### config.mk
export PLATFORM = sky130hd
export DESIGN_NAME = riscv_mdu
export DESIGN_NICKNAME = d
export VERILOG_FILES = /design/src/rtl/riscv_mdu.sv
export SDC_FILE = /design/constraint.sdc
export NUM_CORES = 1
export LEC_CHECK = 0
export ABC_CLOCK_PERIOD_IN_PS = 5300
export CAP_MARGIN = 20
export CORE_ASPECT_RATIO = 0.5
export CORE_MARGIN = 3
export CORE_UTILIZATION = 50
export CTS_CLUSTER_SIZE = 10
export DETAILED_ROUTE_END_ITERATION = 12
export HOLD_SLACK_MARGIN = 0.12
export PLACE_DENSITY = 0.71
export SYNTH_ARGS = -nofsm -noshare
export SYNTH_HDL_FRONTEND = slang
export SYNTH_SLANG_ARGS = --single-unit
### constraint.sdc
create_clock -name i_clk -period 5.3 [get_ports i_clk]
set_clock_uncertainty 0.1 [all_clocks]
set_input_delay 0.53 -clock i_clk [delete_from_list [all_inputs] [get_ports i_clk]]
set_output_delay 0.53 -clock i_clk [all_outputs]
set_load 0.01 [all_outputs]
### src/rtl/riscv_mdu.sv
// riscv_mdu: iterative RISC-V M-extension multiply/divide unit (MUL..REMU).
// Latency: DATA_W+1 cycles start-to-done; 1 cycle for div-by-zero/overflow (and multiplies with RISCV_MDU_FAST_MUL_EN).
// Backpressure: one op at a time; start ignored while busy; flush aborts and discards the result.
module riscv_mdu #(
  parameter int DATA_W = 32
) (
  input  logic              i_clk,
  input  logic              i_reset,
  input  logic              i_start,
  input  logic              i_flush,
  input  logic [2:0]        i_funct3,
  input  logic [DATA_W-1:0] i_op_a,
  input  logic [DATA_W-1:0] i_op_b,
  output logic              o_busy,
  output logic              o_done,
  output logic [DATA_W-1:0] o_result
);

  localparam int CW = $clog2(DATA_W + 1);
  localparam int PW = 2 * DATA_W;

  typedef enum logic [1:0] {S_IDLE, S_CALC, S_DONE} state_t;

  state_t            r_state, w_state_nxt;
  logic [CW-1:0]     r_cnt, w_cnt_nxt;
  logic [2:0]        r_funct3, w_funct3_nxt;
  logic [DATA_W-1:0] r_mcand, w_mcand_nxt;  // multiplicand or divisor magnitude
  logic [PW-1:0]     r_prod, w_prod_nxt;    // mul: {acc, multiplier}; div: {rem, quotient}
  logic              r_neg, w_neg_nxt;
  logic [DATA_W-1:0] r_result, r_res_prev, w_res_nxt;

  localparam logic [DATA_W-1:0] ZERO    = '0;
  localparam logic [DATA_W-1:0] ONES    = '1;
  localparam logic [DATA_W-1:0] MOST_NEG = {1'b1, {(DATA_W-1){1'b0}}};

  // Operand decode: signedness, magnitudes and division special cases
  logic              w_a_sgn, w_b_sgn, w_a_neg, w_b_neg;
  logic [DATA_W-1:0] w_a_mag, w_b_mag;
  logic              w_div0, w_ovf, w_special, w_accept;

  assign w_a_sgn   = (i_funct3 != 3'b011) && (i_funct3 != 3'b101) && (i_funct3 != 3'b111);
  assign w_b_sgn   = (i_funct3 == 3'b000) || (i_funct3 == 3'b001) ||
                     (i_funct3 == 3'b100) || (i_funct3 == 3'b110);
  assign w_a_neg   = w_a_sgn & i_op_a[DATA_W-1];
  assign w_b_neg   = w_b_sgn & i_op_b[DATA_W-1];
  assign w_a_mag   = w_a_neg ? -i_op_a : i_op_a;
  assign w_b_mag   = w_b_neg ? -i_op_b : i_op_b;
  assign w_div0    = i_funct3[2] && (i_op_b == ZERO);
  assign w_ovf     = i_funct3[2] && !i_funct3[0] && (i_op_a == MOST_NEG) && (i_op_b == ONES);
  assign w_special = w_div0 | w_ovf;
  assign w_accept  = (r_state == S_IDLE) && i_start && !i_flush;

`ifdef RISCV_MDU_FAST_MUL_EN
  logic [PW-1:0] w_fast;
  assign w_fast = {ZERO, w_a_mag} * {ZERO, w_b_mag};
`endif

  // One shift-add multiply step: add multiplicand when multiplier LSB set, then shift right
  logic [DATA_W:0] w_sum;
  logic [PW-1:0]   w_mul_step;
  assign w_sum      = {1'b0, r_prod[PW-1:DATA_W]} + (r_prod[0] ? {1'b0, r_mcand} : {1'b0, ZERO});
  assign w_mul_step = {w_sum, r_prod[DATA_W-1:1]};

  // One restoring divide step; the shifted-out remainder MSB forces a subtract
  logic              w_sh_carry, w_ge;
  logic [DATA_W-1:0] w_sh_rem, w_dif;
  logic [PW-1:0]     w_div_step;
  assign w_sh_carry = r_prod[PW-1];
  assign w_sh_rem   = {r_prod[PW-2:DATA_W], r_prod[DATA_W-1]};
  assign w_ge       = w_sh_carry || (w_sh_rem >= r_mcand);
  assign w_dif      = w_sh_rem - r_mcand;
  assign w_div_step = {(w_ge ? w_dif : w_sh_rem), r_prod[DATA_W-2:0], w_ge};

  // State register
  always_ff @(posedge i_clk) begin
    if (!i_reset) r_state <= S_IDLE;
    else          r_state <= w_state_nxt;
  end

  // Next-state logic
  always_comb begin
    w_state_nxt = r_state;
    case (r_state)
      S_IDLE: begin
        if (w_accept) begin
          if (w_special) w_state_nxt = S_DONE;
`ifdef RISCV_MDU_FAST_MUL_EN
          else if (!i_funct3[2]) w_state_nxt = S_DONE;
`endif
          else w_state_nxt = S_CALC;
        end
      end
      S_CALC: begin
        if (i_flush)                w_state_nxt = S_IDLE;
        else if (r_cnt == CW'(1))   w_state_nxt = S_DONE;
      end
      S_DONE:  w_state_nxt = S_IDLE;
      default: w_state_nxt = S_IDLE;
    endcase
  end

  // Outputs: done is suppressed when a flush lands in DONE
  always_comb begin
    o_busy = (r_state != S_IDLE);
    o_done = (r_state == S_DONE) && !i_flush;
  end

  // Datapath next values: load on accepted start, step once per CALC cycle
  always_comb begin
    w_cnt_nxt    = r_cnt;
    w_funct3_nxt = r_funct3;
    w_mcand_nxt  = r_mcand;
    w_prod_nxt   = r_prod;
    w_neg_nxt    = r_neg;
    if (w_accept) begin
      w_funct3_nxt = i_funct3;
      w_cnt_nxt    = CW'(DATA_W);
      w_mcand_nxt  = w_b_mag;
      w_neg_nxt    = (i_funct3[2] && i_funct3[1]) ? w_a_neg : (w_a_neg ^ w_b_neg);
      if (w_div0) begin
        // special results are placed in the quotient/remainder half, unsigned
        w_neg_nxt  = 1'b0;
        w_prod_nxt = i_funct3[1] ? {i_op_a, ZERO} : {ZERO, ONES};
      end else if (w_ovf) begin
        w_neg_nxt  = 1'b0;
        w_prod_nxt = i_funct3[1] ? {ZERO, ZERO} : {ZERO, i_op_a};
      end else if (i_funct3[2]) begin
        w_prod_nxt = {ZERO, w_a_mag};
      end else begin
`ifdef RISCV_MDU_FAST_MUL_EN
        w_prod_nxt = w_fast;
`else
        w_prod_nxt = {ZERO, w_a_mag};
`endif
      end
    end else if (r_state == S_CALC) begin
      w_cnt_nxt  = r_cnt - CW'(1);
      w_prod_nxt = r_funct3[2] ? w_div_step : w_mul_step;
    end
  end

  // Final result selection with sign correction, from the values entering DONE
  logic [PW-1:0]     w_full;
  logic [DATA_W-1:0] w_hi;
  assign w_full = w_neg_nxt ? -w_prod_nxt : w_prod_nxt;
  assign w_hi   = w_prod_nxt[PW-1:DATA_W];

  always_comb begin
    w_res_nxt = w_full[DATA_W-1:0];
    if (w_funct3_nxt[2]) begin
      if (w_funct3_nxt[1]) w_res_nxt = w_neg_nxt ? -w_hi : w_hi;
      else                 w_res_nxt = w_full[DATA_W-1:0];
    end else if (w_funct3_nxt[1:0] != 2'b00) begin
      w_res_nxt = w_full[PW-1:DATA_W];
    end
  end

  // Datapath registers
  always_ff @(posedge i_clk) begin
    if (!i_reset) begin
      r_cnt    <= '0;
      r_funct3 <= '0;
      r_mcand  <= '0;
      r_prod   <= '0;
      r_neg    <= 1'b0;
    end else begin
      r_cnt    <= w_cnt_nxt;
      r_funct3 <= w_funct3_nxt;
      r_mcand  <= w_mcand_nxt;
      r_prod   <= w_prod_nxt;
      r_neg    <= w_neg_nxt;
    end
  end

  // Result register: updated on entry to DONE; rolled back if that DONE is flushed
  always_ff @(posedge i_clk) begin
    if (!i_reset) begin
      r_result   <= '0;
      r_res_prev <= '0;
    end else if ((w_state_nxt == S_DONE) && (r_state != S_DONE)) begin
      r_res_prev <= r_result;
      r_result   <= w_res_nxt;
    end else if ((r_state == S_DONE) && i_flush) begin
      r_result   <= r_res_prev;
    end
  end

  assign o_result = r_result;

endmodule

==> flow_metrics.py <==
metrics = {
    "status": {
        "status": "completed",
    },
    "pwr": {
        "power_density_mw_per_mm2": 229.1,
        "intPower_mw": 2.839,
        "p_comb_share_pct": 44.3,
        "power_mw": 4.922,
        "switching_power_mw": 2.083,
        "swShare_pct": 42.31,
        "leakagePower_nw": 8.504,
        "clock_power_share_pct": 26.7,
        "p_seq_share_pct": 29.0,
        "peakVddDrop_v": 0.0001966,
    },
    "global_routing": {
        "grt_overflow": 0,
        "grtUsageMet2_pct": 62.27,
        "grt_max_degree": 75,
        "grt.met1_usage_pct": 60.21,
        "track_usage_pct": 43.32,
        "grt_pass1_wl_mm": 119.4,
        "grt.busiest_layer": "met2",
        "antenna_found_initial": 3,
        "grt_pass1_vias": 19400,
        "use_met3_pct": 13.18,
    },
    "detailed_routing": {
        "drt-vias-per-instance": 6.632,
        "drt.antenna.violating_nets": 0,
        "drtIter0Drc": 3494,
        "dr.pass1.iters": 8,
        "vias": 21270,
        "route.detailed.drc": 0,
        "routedWlPerCell_um": 25.11,
        "routed_wl_mm": 80.52,
    },
    "yosys": {
        "synth_edf_count": 0,
        "yosys-top-cells-count": "nand2_1, nor2_1, a21oi_1",
        "yosysTopAreaCellShare_pct": 20.06,
        "synth-compound-area-share_pct": 30.40,
        "synthTopCellsByArea": "dfxtp_1, nand2_1, a21oi_1",
        "syn_nets": 2588,
        "synth_most_common_cell": "nand2_1",
        "synth_mux_area_share_pct": 4.163,
        "synth_xor_area_share_pct": 7.400,
        "yosysSeqAreaShare_pct": 20.06,
        "synth_cells": 2444,
        "synth_top_family_by_area": "compound AO/OA/AOI/OAI gates",
        "synth_fa_ha_area_share_pct": 5.410,
        "yosys.area.top_type": "dfxtp_1",
        "avgSynthCellArea_um2": 7.022,
        "yosys.area_share.simple_pct": 27.94,
        "yosys_warnings": 0,
        "async_flop_share_pct": 0,
        "syn_area_mm2": 0.01716,
        "ys_seq_elements": 172,
        "ys.flop_type": "dfxtp_1",
        "synth.distinct_cells": 98,
    },
    "floorplan": {
        "core_area_mm2": 0.03346,
        "die_w_um": 268.0,
        "start_util_pct": 51.29,
        "ios": 105,
        "die_area_mm2": 0.03672,
        "die_h_um": 137,
        "rows": 47,
    },
    "placement": {
        "port_buffers": 104,
        "gp_congestion": 1.072,
        "hpwl_mm": 63.14,
    },
    "cts": {
        "worstSkewPairLatency_ns": 0.46,
        "cts.path.max_buffers": 2,
        "cts_tree": "done",
        "postCtsSetupBuffers": 0,
        "cts_sinks": 172,
        "numCtsBuffers": 17,
        "cts.clk_slew.worst_paths_ns": 0.08,
        "htree_levels": 4,
        "clk_root_buffer_cell": "clkbuf_16",
    },
    "timing": {
        "max_freq_ghz": 0.1945,
        "final.setup.tns_ns": 0,
        "slew-limit-headroom_pct": 17.55,
        "tightest_slew_ns": 1.224,
        "rsz0062_at_grt": "yes",
        "final.period_utilization_pct": 97.01,
        "finalSetupViolations": 0,
        "period_minus_slack_ns": 5.141,
        "hold_viol": 0,
        "drv_slew": 0,
    },
    "setup_path": {
        "critical_path_class": "flip-flop to flip-flop",
        "crit_family": "compound AO/OA/AOI/OAI gates",
        "path_cells": "inv_1, ha_1, a21oi_1, o21ai_0, and2_1, o311a_1, buf_4, o21ai_1, o32ai_1, a21oi_1, nand4_2, or4_4, buf_4, o41ai_2, xor2_1, a221oi_1, a221oi_2",
        "required_ns": 5.52,
        "cp_max_fo": 10,
        "crit_slowest_cell": "or4_4",
        "worst-path-buf-inv": 3,
        "max_stage_delay_ns": 0.63,
        "cp_data_arrival_time_ns": 5.36,
        "rr_worst_depth": 17,
        "endpoint_kind": "flip-flop",
        "start_kind": "flip-flop",
        "cp_num_cells": 17,
    },
    "min_path": {
        "hold_path.class": "flip-flop to flip-flop",
        "hold_path_depth": 2,
    },
    "run": {
        "cap_violations": 0,
    },
    "layout": {
        "final_core_util_pct": 64.19,
        "drive_gt1_share_pct": 16.20,
        "syn_to_final_growth_pct": 25.16,
        "layout.nets": 2897,
        "num_antenna_cells": 0,
    },
}
[worst register-to-register path, stage by stage (launching register included)]
cell	delay, ns
dfxtp_1	0.40
inv_1	0.09
ha_1	0.39
a21oi_1	0.28
o21ai_0	0.26
and2_1	0.26
o311a_1	0.35
buf_4	0.19
o21ai_1	0.33
o32ai_1	0.21
a21oi_1	0.27
nand4_2	0.27
or4_4	0.63
buf_4	0.19
o41ai_2	0.29
xor2_1	0.10
a221oi_1	0.31
a221oi_2	0.09
[flip-flops by register name, summed over array words and instances (netlist names)]
| name | cells |
|---|---|
| o_result | 32 |
| r_cnt | 6 |
| r_funct3 | 3 |
| r_mcand | 32 |
| r_neg | 1 |
| r_prod | 64 |
| r_res_prev | 32 |
| r_state | 2 |
[timing repair]
action | in CTS | in global routing
endpoints found under the setup margin | 0 | 19
hold buffers | 0 | 0
hold endpoints to repair | 0 | 0
gates resized for setup | 0 | 12
[kinds of logic after synthesis]
logic type	Yosys count
DFF	172
buffers and inverters	206
and+or+nand+nor	978
xor gates and xnor gates	145
adders and majority gates	73
muxes	70
AOI/OAI and AO/OA	800
[area by class of cell]
cell class	count	area (µm²)
inverters	67	254.0
clock buffers	17	425.4
clock inverters	15	176.4
fillers	3090	11980
well taps	441	551.8
repair buffers	429	3597
multi-input cells	2066	13030
flip-flops and latches	172	3445
[cells in the final DEF (no fill, tap or decap), drive strengths merged, types with 59 or more instances in the layout]
master	count
clkdlybuf4s50	104
ha	71
and2	60
xnor2	74
o21ai	164
buf	325
inv	72
xor2	71
nor2	261
dfxtp	172
mux2i	59
a211oi	72
nand2	317
nor3	71
a21oi	235
[power groups by stage]
stage / Sequential (mW) / Combinational [mW] / Clock [mW]
floorplan: 1.41 / 1.21 / 0
global route: 1.43 / 2.30 / 1.37
CTS: 1.42 / 2.08 / 1.32
detailed placement: 1.45 / 2.06 / 0
finish: 1.43 / 2.18 / 1.31
global placement: 1.45 / 2.06 / 0
[through the flow]
step | worst slack (ns) | hold slack (ns) | instance area (µm²) | instances
2_1_floorplan | 0.5420 | 0.3312 | 17160 | 2444
3_3_place_gp | -0.06877 | 0.3369 | 20820 | 3174
3_5_place_dp | -0.1239 | 0.3443 | 20820 | 3174
4_1_cts | 0.1129 | 0.3551 | 21420 | 3206
5_1_grt | -0.06851 | 0.3766 | 21480 | 3207
6_report | 0.1587 | 0.3544 | 21480 | 3207
[per-layer routing]
metal / vias up / wire length (µm)
met5: - / 18
met4: 4 / 3542
met3: 235 / 11440
met2: 1497 / 31790
met1: 9866 / 33730
li1: 9668 / -
[worst paths after layout]
check / startpoint / to / slack [ns]
worst max-delay path: r_mcand[7]$_SDFFE_PN0P_ / o_result[25]$_SDFFE_PN0P_ / 0.16
worst min-delay path: r_res_prev[16]$_SDFFE_PN0P_ / r_res_prev[16]$_SDFFE_PN0P_ / 0.35
worst max register to register: r_mcand[7]$_SDFFE_PN0P_ / o_result[25]$_SDFFE_PN0P_ / 0.16
worst min register to register: r_res_prev[16]$_SDFFE_PN0P_ / r_res_prev[16]$_SDFFE_PN0P_ / 0.35
(Power assumes the default switching activity.)
